==> src/rtl/funpga_pkg.sv <==
// rtl/funpga_pkg.sv - shared state encodings, LED polarity and width helper
package funpga_pkg;

  typedef enum logic [2:0] {
    S_IDLE = 3'd0,
    S_PICK = 3'd1,
    S_ON   = 3'd2,
    S_OFF  = 3'd3,
    S_GAP  = 3'd4
  } sched_state_e;

  // Board LEDs are active-low.
  localparam logic LED_ON  = 1'b0;
  localparam logic LED_OFF = 1'b1;

  // Bits needed to hold values 0..max_val (never less than 1).
  function automatic int cnt_width(input int max_val);
    int w;
    w = 1;
    while ((1 << w) <= max_val) w++;
    return w;
  endfunction

endpackage

==> src/rtl/sw_debounce.sv <==
// rtl/sw_debounce.sv - two-flop synchronizer plus per-bit tick-based debounce
module sw_debounce
  import funpga_pkg::*;
#(
  parameter int WIDTH    = 8,
  parameter int DB_TICKS = 10
) (
  input  logic             clk_i,
  input  logic             rst_ni,
  input  logic             tick_i,
  input  logic [WIDTH-1:0] sw_n_i,
  output logic [WIDTH-1:0] sw_db_o
);

  localparam int CW = cnt_width(DB_TICKS);
  localparam logic [CW-1:0] CNT_LAST = CW'(DB_TICKS - 1);

  logic [WIDTH-1:0] sync1_q, sync2_q;
  logic [WIDTH-1:0] sw_s;
  logic [WIDTH-1:0] db_q, db_d;
  logic [CW-1:0]    cnt_q [WIDTH];
  logic [CW-1:0]    cnt_d [WIDTH];

  // Switches are active-low on the pins; present them active-high.
  assign sw_s    = ~sync2_q;
  assign sw_db_o = db_q;

  // Resync raw pins; idle state (all released) is all-ones.
  always_ff @(posedge clk_i or negedge rst_ni) begin
    if (!rst_ni) begin
      sync1_q <= '1;
      sync2_q <= '1;
    end else begin
      sync1_q <= sw_n_i;
      sync2_q <= sync1_q;
    end
  end

  // A bit flips only after disagreeing for DB_TICKS consecutive ticks.
  always_comb begin
    db_d = db_q;
    for (int i = 0; i < WIDTH; i++) begin
      cnt_d[i] = cnt_q[i];
      if (sw_s[i] == db_q[i]) begin
        cnt_d[i] = '0;
      end else if (tick_i) begin
        if (cnt_q[i] == CNT_LAST) begin
          cnt_d[i] = '0;
          db_d[i]  = ~db_q[i];
        end else begin
          cnt_d[i] = cnt_q[i] + CW'(1);
        end
      end
    end
  end

  // Debounced value and counters.
  always_ff @(posedge clk_i or negedge rst_ni) begin
    if (!rst_ni) begin
      db_q <= '0;
      for (int i = 0; i < WIDTH; i++) cnt_q[i] <= '0;
    end else begin
      db_q <= db_d;
      for (int i = 0; i < WIDTH; i++) cnt_q[i] <= cnt_d[i];
    end
  end

endmodule

==> src/rtl/dip_led_scheduler.sv <==
// rtl/dip_led_scheduler.sv - round-robin LED owner scheduler driven by DIP switches
module dip_led_scheduler
  import funpga_pkg::*;
#(
  parameter int CLK_HZ    = 12000000,
  parameter int TICK_HZ   = 1000,
  parameter int DB_TICKS  = 10,
  parameter int ON_TICKS  = 150,
  parameter int OFF_TICKS = 150,
  parameter int GAP_TICKS = 600
) (
  input  logic       CLK,
  input  logic       RST_N,
  input  logic [7:0] SW_N,
  output logic [7:0] SW_DB,
  output logic [7:0] GRANT,
  output logic       GRANT_VLD,
  output logic       LEDG_N,
  output logic       LEDR_N
);

  localparam int DIV  = CLK_HZ / TICK_HZ;
  localparam int DW   = cnt_width(DIV - 1);
  localparam int MAXT = (ON_TICKS > OFF_TICKS)
                        ? ((ON_TICKS > GAP_TICKS) ? ON_TICKS : GAP_TICKS)
                        : ((OFF_TICKS > GAP_TICKS) ? OFF_TICKS : GAP_TICKS);
  localparam int TW   = cnt_width(MAXT);

  localparam logic [DW-1:0] DIV_LAST = DW'(DIV - 1);
  localparam logic [TW-1:0] ON_LAST  = TW'(ON_TICKS - 1);
  localparam logic [TW-1:0] OFF_LAST = TW'(OFF_TICKS - 1);
  localparam logic [TW-1:0] GAP_LAST = TW'(GAP_TICKS - 1);

  logic [DW-1:0] div_q;
  logic          tick;
  logic [7:0]    sw_db;

  sched_state_e  state_q;
  logic [TW-1:0] tcnt_q;
  logic [2:0]    rr_ptr_q;
  logic [2:0]    own_q;
  logic [3:0]    blink_q;
  logic [7:0]    grant_q;
  logic          vld_q;
  logic          ledg_q;
  logic          ledr_q;

  logic          pick_found;
  logic [2:0]    pick_idx;
  logic [2:0]    cand;
  logic          owner_lost;

  assign tick = (div_q == DIV_LAST);

  // Free-running tick divider shared by debounce and scheduler.
  always_ff @(posedge CLK or negedge RST_N) begin
    if (!RST_N) div_q <= '0;
    else if (tick) div_q <= '0;
    else div_q <= div_q + DW'(1);
  end

  sw_debounce #(
    .WIDTH    (8),
    .DB_TICKS (DB_TICKS)
  ) u_sw_debounce (
    .clk_i   (CLK),
    .rst_ni  (RST_N),
    .tick_i  (tick),
    .sw_n_i  (SW_N),
    .sw_db_o (sw_db)
  );

  // First requester at or after rr_ptr, wrapping; lowest offset wins.
  always_comb begin
    pick_found = 1'b0;
    pick_idx   = rr_ptr_q;
    cand       = rr_ptr_q;
    for (int i = 7; i >= 0; i--) begin
      cand = rr_ptr_q + 3'(i);
      if (sw_db[cand]) begin
        pick_found = 1'b1;
        pick_idx   = cand;
      end
    end
  end

  assign owner_lost = !sw_db[own_q];

  // Scheduler FSM; outputs are registered from the current state.
  always_ff @(posedge CLK or negedge RST_N) begin
    if (!RST_N) begin
      state_q  <= S_IDLE;
      tcnt_q   <= '0;
      rr_ptr_q <= '0;
      own_q    <= '0;
      blink_q  <= '0;
      grant_q  <= '0;
      vld_q    <= 1'b0;
      ledg_q   <= LED_OFF;
      ledr_q   <= LED_OFF;
    end else begin
      ledg_q  <= (state_q == S_ON) ? LED_ON : LED_OFF;
      ledr_q  <= (state_q == S_ON || state_q == S_OFF) ? LED_ON : LED_OFF;
      vld_q   <= (state_q == S_ON || state_q == S_OFF);
      grant_q <= (state_q == S_ON || state_q == S_OFF) ? (8'd1 << own_q) : 8'd0;

      case (state_q)
        S_IDLE: begin
          if (|sw_db) begin
            state_q <= S_PICK;
            tcnt_q  <= '0;
          end
        end
        S_PICK: begin
          tcnt_q <= '0;
          if (pick_found) begin
            own_q   <= pick_idx;
            blink_q <= {1'b0, pick_idx} + 4'd1;
            state_q <= S_ON;
          end else begin
            state_q <= S_IDLE;
          end
        end
        S_ON: begin
          if (owner_lost) begin
            state_q  <= S_GAP;
            tcnt_q   <= '0;
            rr_ptr_q <= own_q + 3'd1;
          end else if (tick) begin
            if (tcnt_q == ON_LAST) begin
              blink_q <= blink_q - 4'd1;
              state_q <= S_OFF;
              tcnt_q  <= '0;
            end else begin
              tcnt_q <= tcnt_q + TW'(1);
            end
          end
        end
        S_OFF: begin
          if (owner_lost) begin
            state_q  <= S_GAP;
            tcnt_q   <= '0;
            rr_ptr_q <= own_q + 3'd1;
          end else if (tick) begin
            if (tcnt_q == OFF_LAST) begin
              tcnt_q <= '0;
              if (blink_q != 4'd0) begin
                state_q <= S_ON;
              end else begin
                state_q  <= S_GAP;
                rr_ptr_q <= own_q + 3'd1;
              end
            end else begin
              tcnt_q <= tcnt_q + TW'(1);
            end
          end
        end
        S_GAP: begin
          if (tick) begin
            if (tcnt_q == GAP_LAST) begin
              state_q <= S_PICK;
              tcnt_q  <= '0;
            end else begin
              tcnt_q <= tcnt_q + TW'(1);
            end
          end
        end
        default: begin
          state_q <= S_IDLE;
          tcnt_q  <= '0;
        end
      endcase
    end
  end

  assign SW_DB     = sw_db;
  assign GRANT     = grant_q;
  assign GRANT_VLD = vld_q;
  assign LEDG_N    = ledg_q;
  assign LEDR_N    = ledr_q;

endmodule

==> config.mk <==
export PLATFORM = sky130hd
export DESIGN_NAME = dip_led_scheduler
export DESIGN_NICKNAME = d
export VERILOG_FILES = /design/src/rtl/funpga_pkg.sv /design/src/rtl/sw_debounce.sv /design/src/rtl/dip_led_scheduler.sv
export SDC_FILE = /design/constraint.sdc
export NUM_CORES = 1
export LEC_CHECK = 0
export ABC_AREA = 1
export CAP_MARGIN = 25
export CORE_ASPECT_RATIO = 1.25
export CORE_MARGIN = 2
export CORE_UTILIZATION = 50
export CTS_CLUSTER_SIZE = 12
export DETAILED_ROUTE_END_ITERATION = 6
export PLACE_DENSITY = 0.68
export SYNTH_ARGS = -nofsm -noshare
export SYNTH_HDL_FRONTEND = slang
export SYNTH_HIERARCHICAL = 1
export SYNTH_SLANG_ARGS = --single-unit
==> constraint.sdc <==
create_clock -name CLK -period 2.8 [get_ports CLK]
set_input_delay 0.84 -clock CLK [delete_from_list [all_inputs] [get_ports CLK]]
set_output_delay 0.84 -clock CLK [all_outputs]
set_load 0.02 [all_outputs]
* Word-level counts from Yosys, hierarchy flattened
Index checks and enable logic that the tools add are counted.
** Word-level totals
- Latch bits :: 0
- Memories kept :: 0
- Output and inout port bits :: 19
- Bits in registers :: 104
- Bits in read-only memories :: 0
- Input bits :: 10
- Word-level logic and storage cells :: 232
- RAM bits :: 0
** Operators by class
- $lt $le $gt $ge :: 9
- Eq/ne operators :: 37
- Add/sub/neg operators :: 20
- Shift-type cells :: 1
- Multiplexer cells :: 92
- Div/mod/pow operators :: 0
- $mul :: 0
- Reduce and logical (&&, ||, !) cells :: 28
- Bitwise gates (word level) :: 17
** Operators with widths (number)
- 4-bit two-way mux :: 28
- 3-bit two-way mux :: 23
- 10-bit two-way mux :: 6
- 3-bit by 4-bit < comparator with 1-bit output (second input constant) :: 9
- 4-bit by 1-bit adder with 4-bit output (second input constant) :: 8
- 4-bit == test (second input constant) :: 8
- 10-bit one-hot mux with 3 select lines :: 1
- 1-bit binary-select mux with 3-bit select :: 9
- 3-bit AND reduction :: 9
- 2-bit nonzero test :: 10
- 1-bit two-way mux :: 19
- 1-bit NOT :: 16
- 3-bit one-hot mux with 5 select lines :: 1
- 14-bit by 1-bit adder with 14-bit output (second input constant) :: 1
- 14-bit == test (second input constant) :: 1
- 14-bit two-way mux :: 1
- 2-bit inequality test (second input constant) :: 7
- 3-bit adder (second input constant) :: 4
- 3-bit inequality test (second input constant) :: 4
- 10-bit by 1-bit adder with 10-bit output (second input constant) :: 1
- 10-bit == test (second input constant) :: 1
- 10-bit by 8-bit == test with 1-bit output (second input constant) :: 1
- 5-bit AND reduction :: 2
- 1-bit == test :: 8
- 22 further kinds :: 26

* Logic depth before layout (Yosys ltp)
Gate-level depths: netlist (run 1).
- Word-level depth :: 14
- Gate-level depth with buffers :: 21
- Gate-level depth less buffers :: 20

* Hierarchy
Netlist (run 1), hierarchy kept.
** Modules (own cells, without submodules)
- dip_led_scheduler :: cells an instance 420, area an instance 3069.2 sq um, times used 1, sequential area each 1203.7 sq um
- sw_debounce :: cells an instance 344, area an instance 2752.6 sq um, times used 1, sequential area each 1421.4 sq um

* Least setup slack after synthesis (run 1)
OpenSTA, ideal clock, no wires.
- Path type :: flip-flop to flip-flop
- Start point :: reg rr_ptr_q[1]
- End point :: reg blink_q[2]
- Buffers on the path :: 1
- Setup time :: 117 ps
- Data required time :: 2683 ps
- Clock period less this slack :: 2193 ps
- Setup slack :: 607 ps
- Arrival :: 2076 ps
- Stages on the path, launching flop included :: 22
- Cell sequence :: dfrtp_1 buf_6 inv_2 ha_1 inv_2 nand3_1 nand3_1 nand2_1 inv_1 nor2_1 nor2_1 nand2_1 nand3_1 nand2_1 nand2_1 nand2_1 nand2_2 nand3_1 nand2_1 nand2_1 nand2_1 nand2_1
** On the way
- Word-level cells in the longest chain between the ends :: 14
- Elaborated cells between the ends (all ways) :: 44
- Those cells by class :: 8 x add/sub; 1 x eq/ne; 34 x mux; 1 x reduce/logical
** Ends and longest elaborated chain
- start, declared :: RTL line dip_led_scheduler.sv:40 : logic [2:0] rr_ptr_q;
- start signal, assigned :: RTL line dip_led_scheduler.sv:128 : rr_ptr_q <= own_q + 3'd1;
- start signal, assigned :: RTL line dip_led_scheduler.sv:143 : rr_ptr_q <= own_q + 3'd1;
- start signal, assigned :: RTL line dip_led_scheduler.sv:151 : rr_ptr_q <= own_q + 3'd1;
- 3-bit adder :: RTL line dip_led_scheduler.sv:79 : cand = rr_ptr_q + 3'(i);
- 1-bit binary-select mux with 3-bit select :: RTL line dip_led_scheduler.sv:80 : if (sw_db[cand]) begin
- 1-bit two-way mux (implied by the code) :: RTL line dip_led_scheduler.sv:80
- 3-bit two-way mux (8 in a row) :: RTL line dip_led_scheduler.sv:80
- 3-bit by 1-bit adder with 4-bit output :: RTL line dip_led_scheduler.sv:118 : blink_q <= {1'b0, pick_idx} + 4'd1;
- 4-bit two-way mux :: RTL line dip_led_scheduler.sv:116 : if (pick_found) begin
- 4-bit one-hot mux with 2 select lines :: RTL line dip_led_scheduler.sv:107 : case (state_q)
- end signal, assigned :: RTL line dip_led_scheduler.sv:118
- end signal, assigned :: RTL line dip_led_scheduler.sv:131 : blink_q <= blink_q - 4'd1;
- end, declared :: RTL line dip_led_scheduler.sv:42 : logic [3:0] blink_q;
Parallel ways exist; a longest one is shown, timed or not. The select of a mux whose other input is x is not followed.
A chain may end at the register's enable or synchronous reset.

* Worst setup path after layout (run 1)
- Start point :: reg u_sw_debounce.db_q[6], in the netlist u_sw_debounce/sw_db_o[6]
- End point :: out SW_DB[6]
** RTL lines
- start, declared :: RTL line sw_debounce.sv:20 : logic [WIDTH-1:0] db_q, db_d;
- start signal, assigned :: RTL line sw_debounce.sv:60 : db_q <= '0;
- start signal, assigned :: RTL line sw_debounce.sv:63 : db_q <= db_d;
- end, declared :: RTL line dip_led_scheduler.sv:15 : output logic [7:0] SW_DB,
No word-level cell between the ends.

==> flow_summary_export.csv, run 1 <==
group,metric,value,unit
cells_and_area,final_util,57.0,%
power,ir_drop,0.288,mV
placed_design,post-dp-hpwl,9.18,mm
critical_path,cp.buffers_inverters,1,
grt,grt_max_degree,41,
clock_network,clk_pin_slew,0.07,ns
floorplan,dieHeight,125,um
logic_synthesis,syn_nets,798,
power,p_leak,0.00318,uW
clock_network,numCtsBuffers,9,
critical_path,cp_slowest_stage_delay,0.68,ns
drt,wl_per_cell,13.0,um
critical_path,criticalPathCategory,"reg -> out",
drt,via_per_inst,5.25,
grt,grt_pass1_vias,4926,
outcome,status,"finished, final reports clean",
grt,grt-ovfl-total,0,
placed_design,placed_area,6280,um^2
timing,fin_crit_sh,86.3,%
logic_synthesis,ys_seq_area_share,45.1,%
drt,drtIter0Drc,274,
critical_path,crit_chain,"clkdlybuf4s50_1",
cells_and_area,area_delta_synth_final,12.6,%
logic_synthesis,ys_types,38,
cells_and_area,drive_above_1_share,8.91,%
clock_network,cts_htree_levels,3,
clock_network,root_buffer,"clkbuf_16",
timing,setup_ws,0.383,ns
clock_network,cts_tree,"yes",
logic_synthesis,synth-seq-cells,104,
clock_network,cts_resized,0,
flow_run,maxCapViolCount,0,
drt,wl,12.3,mm
clock_network,clock_latency,0.34,ns
timing,post-route-min-period,2.42,ns
timing,clock_skew,0.00947,ns
min_path,holdCritStartpoint,"u_sw_debounce/sync1_q[5]",
timing,drv_slew,0,
drt,ant_nets,0,
critical_path,crit_fanout,8,
drt,first_pass_iters,6,
drt,vias,4967,
timing,relSlewSlack,59.1,%
cells_and_area,nNetsFinal,837,
power,power,2790,uW
clock_network,post_cts_buffers,0,
floorplan,start_util,50.6,%
cells_and_area,num_antenna_cells,0,
floorplan,coreArea,11500,um^2
grt,track_usage,21.6,%
logic_synthesis,syn-cell-area,5820,um^2
min_path,min_path_type,"reg -> reg",
timing,setup_viol,0,
floorplan,die_area,12500,um^2
logic_synthesis,avgSynthCellArea,7.62,um^2
cells_and_area,stdcell_area,6560,um^2
timing,tns,0,ns
drt,drc,0,
critical_path,worstSetupStartpoint,"u_sw_debounce/sw_db_o[6]",
timing,rsz0062_at_grt,"false",
clock_network,cts_hold_buf,0,
logic_synthesis,ys_warn_count,6,
floorplan,num_rows,44,
placed_design,portBuffers,28,
floorplan,io_pins,29,
critical_path,r2r-start,"rr_ptr_q[0]",
grt,grt_pass1_wl,22.0,mm
placed_design,place_worst_setup_slack,0.469,ns
power,p_per_area,425,nW/um^2
timing,worst_pin_slew,0.611,ns
clock_network,cts_sinks,104,
critical_path,critical_path_arrival,1.58,ns
timing,hold_violations,0,
clock_network,clockBufferDepth,2,
logic_synthesis,syn-instance-count,764,
critical_path,cp-start-kind,"register",
grt,antenna_found_initial,0,
critical_path,critPathTopFamily,"buffers and inverters",
floorplan,die_w,101,um
critical_path,endpoint_kind,"output port",
timing,max_freq,0.414,GHz
critical_path,crit_required,1.96,ns
placed_design,gp_congestion,0.822,
critical_path,crit_path_top_delay_cell,"clkdlybuf4s50_1",
layer usage:
metal  share of wire [%]  global-route usage, %  vias to the layer above  routed length (um)
met1                  44                   26.2                     2336                5380
met4                 1.5                   6.93                        0                 180
met5                   0                      0                        -                   0
met3                 2.8                   3.48                       15                 338
met2                  52                   38.5                       84                6370
li1                    -                      -                     2532                   -
sequential cells by signal, indices dropped and copies added, names as in the netlist, 4 cells and up:
| name | count |
|---|---|
| div_q | 14 |
| u_sw_debounce/sync2_q | 8 |
| blink_q | 4 |
| u_sw_debounce/sync1_q | 8 |
| u_sw_debounce/sw_db_o | 8 |
| u_sw_debounce/cnt_q | 32 |
| tcnt_q | 10 |
| GRANT | 8 |
cell usage in the layout (no fill, tap or decap), drive strengths merged:
master           n
a21oi           34
a221oi           1
a22oi            2
a31oi            2
and2             1
buf              9
clkbuf          11
clkdlybuf4s50   27
clkinv           2
clkinvlp         2
dfrtp           86
dfstp           18
ha              24
inv            127
nand2          228
nand3           75
nand4           17
nor2            55
nor3            15
nor3b            2
nor4             7
o211ai           3
o21a             2
o21ai           44
o22ai            2
o31ai            1
xnor2            5
xor2             6
through the flow:
| stage | cells | hold WS (ns) |
|---|---|---|
| 2_1_floorplan | 764 | 0.345 |
| 3_3_place_gp | 930 | 0.345 |
| 3_5_place_dp | 930 | 0.347 |
| 4_1_cts | 946 | 0.357 |
| 5_1_grt | 946 | 0.361 |
| 6_report | 946 | 0.356 |
power breakdown:
group / switching [uW] / total (uW) / internal [uW]
Sequential: 5.91 / 1530 / 1520
Combinational: 46.2 / 67.2 / 21.0
Clock: 561 / 1190 / 633
Total: 613 / 2790 / 2180
cell usage after synthesis (all sizes together):
master / number / area share, %
buf: 8 / 1.2
nand4: 17 / 1.8
a221oi: 1 / 0.15
o21a: 2 / 0.26
o31ai: 1 / 0.13
nor3: 15 / 1.3
a22oi: 2 / 0.26
xnor2: 5 / 0.75
xor2: 6 / 0.90
o21ai: 44 / 3.8
dfrtp: 86 / 37
o211ai: 3 / 0.39
a31oi: 2 / 0.21
dfstp: 18 / 8.1
clkinv: 1 / 0.064
ha: 24 / 5.2
nor3b: 2 / 0.26
and2: 1 / 0.11
nor4: 7 / 0.75
inv: 125 / 8.1
nor2: 55 / 4.3
nand3: 75 / 6.7
o22ai: 2 / 0.21
a21oi: 34 / 3.0
nand2: 228 / 15
cell type report:
class	instances	area (um^2)
fillers	1050	4950
inverters	126	475
flip-flops and latches	104	2630
clock inverters	5	37.5
repair buffers	36	350
multi-input cells	526	2650
well taps	138	173
clock buffers	11	243
worst reg2reg max path: stages, from the launching register on:
cell     delay (ns)
dfrtp_1        0.39
inv_2          0.15
ha_1           0.34
inv_2          0.14
nand3_1        0.12
nand3_1        0.14
nand2_1        0.09
inv_1          0.09
nor2_1         0.04
nor2_1         0.08
nand2_1        0.05
nand3_1        0.07
nand2_1        0.05
nand2_1        0.05
nand2_1        0.05
nand2_2        0.09
nand3_1        0.10
nand2_1        0.07
nand2_1        0.04
nand2_1        0.05
nand2_1        0.05
path summary, 6_finish.rpt:
check	to	slack, ns	cells after the start
max	SW_DB[6]	0.38	1
min	u_sw_debounce/sync2_q[5]	0.36	0
max reg2reg	blink_q[2]	0.44	20
min reg2reg	u_sw_debounce/sync2_q[5]	0.36	0
max in group asynchronous	LEDG_N	1.61	2
min in group asynchronous	div_q[7]	0.48	1
logic make-up after synthesis:
| kind of cell | count (synthesis) | synth area share [%] |
|---|---|---|
| compound gates | 91 | 8.45 |
| buf+inv | 134 | 9.33 |
| simple gates | 400 | 30.3 |
| flops | 104 | 45.1 |
| fa+ha+maj | 24 | 5.16 |
| xor+xnor | 11 | 1.65 |
No activity file was read; power rests on OpenSTA's default activity.
==> run 2: changes to the inputs <==
--- a/config.mk
+++ b/config.mk
@@ -6,6 +6,7 @@
 export NUM_CORES = 1
 export LEC_CHECK = 0
 export ABC_AREA = 1
+export ABC_CLOCK_PERIOD_IN_PS = 2800
 export CAP_MARGIN = 25
 export CORE_ASPECT_RATIO = 1.25
 export CORE_MARGIN = 2
@@ -13,6 +14,7 @@
 export CTS_CLUSTER_SIZE = 12
 export DETAILED_ROUTE_END_ITERATION = 6
 export PLACE_DENSITY = 0.68
+export RECOVER_POWER = 100
 export SYNTH_ARGS = -nofsm -noshare
 export SYNTH_HDL_FRONTEND = slang
 export SYNTH_HIERARCHICAL = 1
==> run 2 against run 1 <==
Compared with the run above:
- via count fell by 0.79%
- design area fell by 0.67%
- critical path type unchanged
- maximum frequency fell by 1.9%
- flip-flop and latch count did not move
- first-iteration DRC count rose by 7.7%
- cell count did not move
- sequential power barely moved
- global-route usage did not move
==> flow_summary_export.csv, run 2 (synthesis gave the netlist of run 1 again) <==
group,metric,value,unit
power,ir_drop,0.285,mV
cells_and_area,top_regs,"u_sw_debounce/cnt_q x32, div_q x14, tcnt_q x10",
grt,grt_pass1_vias,4926,
clock_network,cts_hold_buf,0,
timing,post-route-min-period,2.46,ns
floorplan,dieHeight,125,um
critical_path,crit_fanout,8,
timing,rsz0062_at_grt,"false",
critical_path,criticalPathCategory,"reg -> out",
floorplan,start_util,50.6,%
cells_and_area,fin_cells,946,
floorplan,die_w,101,um
floorplan,coreArea,11500,um^2
cells_and_area,stdcell_area,6510,um^2
grt,grt-ovfl-total,0,
drt,drtIter0Drc,295,
outcome,status,"finished, final reports clean",
critical_path,cp_slowest_stage_delay,0.73,ns
clock_network,root_buffer,"clkbuf_16",
grt,grt_max_degree,41,
floorplan,num_rows,44,
drt,wl_per_cell,12.8,um
drt,first_pass_iters,5,
grt,track_usage,21.6,%
power,p_per_area,427,nW/um^2
placed_design,place_worst_setup_slack,0.469,ns
placed_design,post-dp-hpwl,9.18,mm
placed_design,placed_area,6280,um^2
cells_and_area,area_delta_synth_final,11.9,%
drt,ant_nets,0,
critical_path,cp.buffers_inverters,1,
flow_run,maxCapViolCount,0,
grt,antenna_found_initial,0,
clock_network,clk_pin_slew,0.07,ns
floorplan,io_pins,29,
drt,wl,12.2,mm
timing,worst_pin_slew,1.03,ns
clock_network,cts_sinks,104,
cells_and_area,final_common_cell,"nand2_1",
timing,hold_violations,0,
critical_path,crit_path_top_delay_cell,"dlygate4sd3_1",
cells_and_area,n_fill_cell,1059,
critical_path,cp-start-kind,"register",
cells_and_area,layout_common_cells,"nand2_1, inv_1, dfrtp_1, nand3_1, nor2_1",
clock_network,clockBufferDepth,2,
cells_and_area,largest_reg_flops,32,
critical_path,crit_chain,"dlygate4sd3_1",
placed_design,gp_congestion,0.822,
critical_path,critical_path_arrival,1.62,ns
clock_network,post_cts_buffers,0,
timing,relSlewSlack,31.3,%
cells_and_area,top_register,"u_sw_debounce/cnt_q",
cells_and_area,nNetsFinal,837,
power,p_leak,0.00323,uW
min_path,min_path_type,"reg -> reg",
drt,via_per_inst,5.21,
timing,drv_slew,0,
timing,max_freq,0.406,GHz
timing,clock_skew,0.00856,ns
cells_and_area,drive_above_1_share,7.80,%
critical_path,rrSetupSlack,0.37,ns
grt,grt_pass1_wl,22.0,mm
critical_path,critPathTopFamily,"buffers and inverters",
clock_network,cts_resized,0,
critical_path,crit_required,1.96,ns
drt,vias,4928,
critical_path,endpoint_kind,"output port",
timing,holdWs,0.356,ns
drt,drc,0,
timing,setup_ws,0.336,ns
timing,tns,0,ns
clock_network,numCtsBuffers,9,
timing,fin_crit_sh,88.0,%
placed_design,portBuffers,28,
timing,setup_viol,0,
clock_network,cts_tree,"yes",
clock_network,cts_htree_levels,3,
cells_and_area,num_antenna_cells,0,
placed_design,place_inst,930,
clock_network,clock_latency,0.34,ns
floorplan,die_area,12500,um^2
==> run 2: changes by cell type in the layout (fill, tap and decap cells not counted), sizes merged <==
cell           change
clkbuf             +5
buf                -5
dlygate4sd3       +27
clkdlybuf4s50     -27
==> run 2: cell type report <==
class,instances,area [um^2],share of cell area [%]
clock inverter,5,37.5,0.576
inverter,126,475,7.30
timing repair buffer,36,323,4.96
multi-input combinational,526,2640,40.5
sequential,104,2630,40.3
tap,138,173,2.65
clock buffer,11,243,3.73
==> run 2: power by group <==
part | internal [uW] | switching [uW] | total (uW)
registers | 1520 | 5.81 | 1530
clock network | 633 | 561 | 1190
logic | 14.7 | 45.4 | 60.1
total | 2170 | 612 | 2780
==> run 2: final timing paths <==
kind | depth (start not counted) | endpoint | from
setup / recovery | 1 | SW_DB[6] | u_sw_debounce/sw_db_o[6]
setup reg to reg | 19 | blink_q[2] | rr_ptr_q[0]
max in group asynchronous | 2 | u_sw_debounce/cnt_q[10] | RST_N
hold reg to reg | 0 | u_sw_debounce/sync2_q[5] | u_sw_debounce/sync1_q[5]
hold / removal | 0 | u_sw_debounce/sync2_q[5] | u_sw_debounce/sync1_q[5]
min in group asynchronous | 1 | div_q[7] | RST_N
==> run 2: metal layers <==
layer / GRT usage, % / part of all wire, % / up-vias
met3: 3.48 / 2.8 / 15
met5: 0 / 0 / -
met2: 38.5 / 52 / 70
li1: - / - / 2528
met4: 6.93 / 1.5 / 0
met1: 26.2 / 44 / 2315
==> run 2: per-stage QoR <==
stage | utilization [%] | power [uW]
final | 56.6 | 2780
after CTS | 57.0 | 2830
after global placement | 54.6 | 1620
after detailed placement | 54.6 | 1630
after global routing | 56.6 | 2910
after floorplan | - | 1570
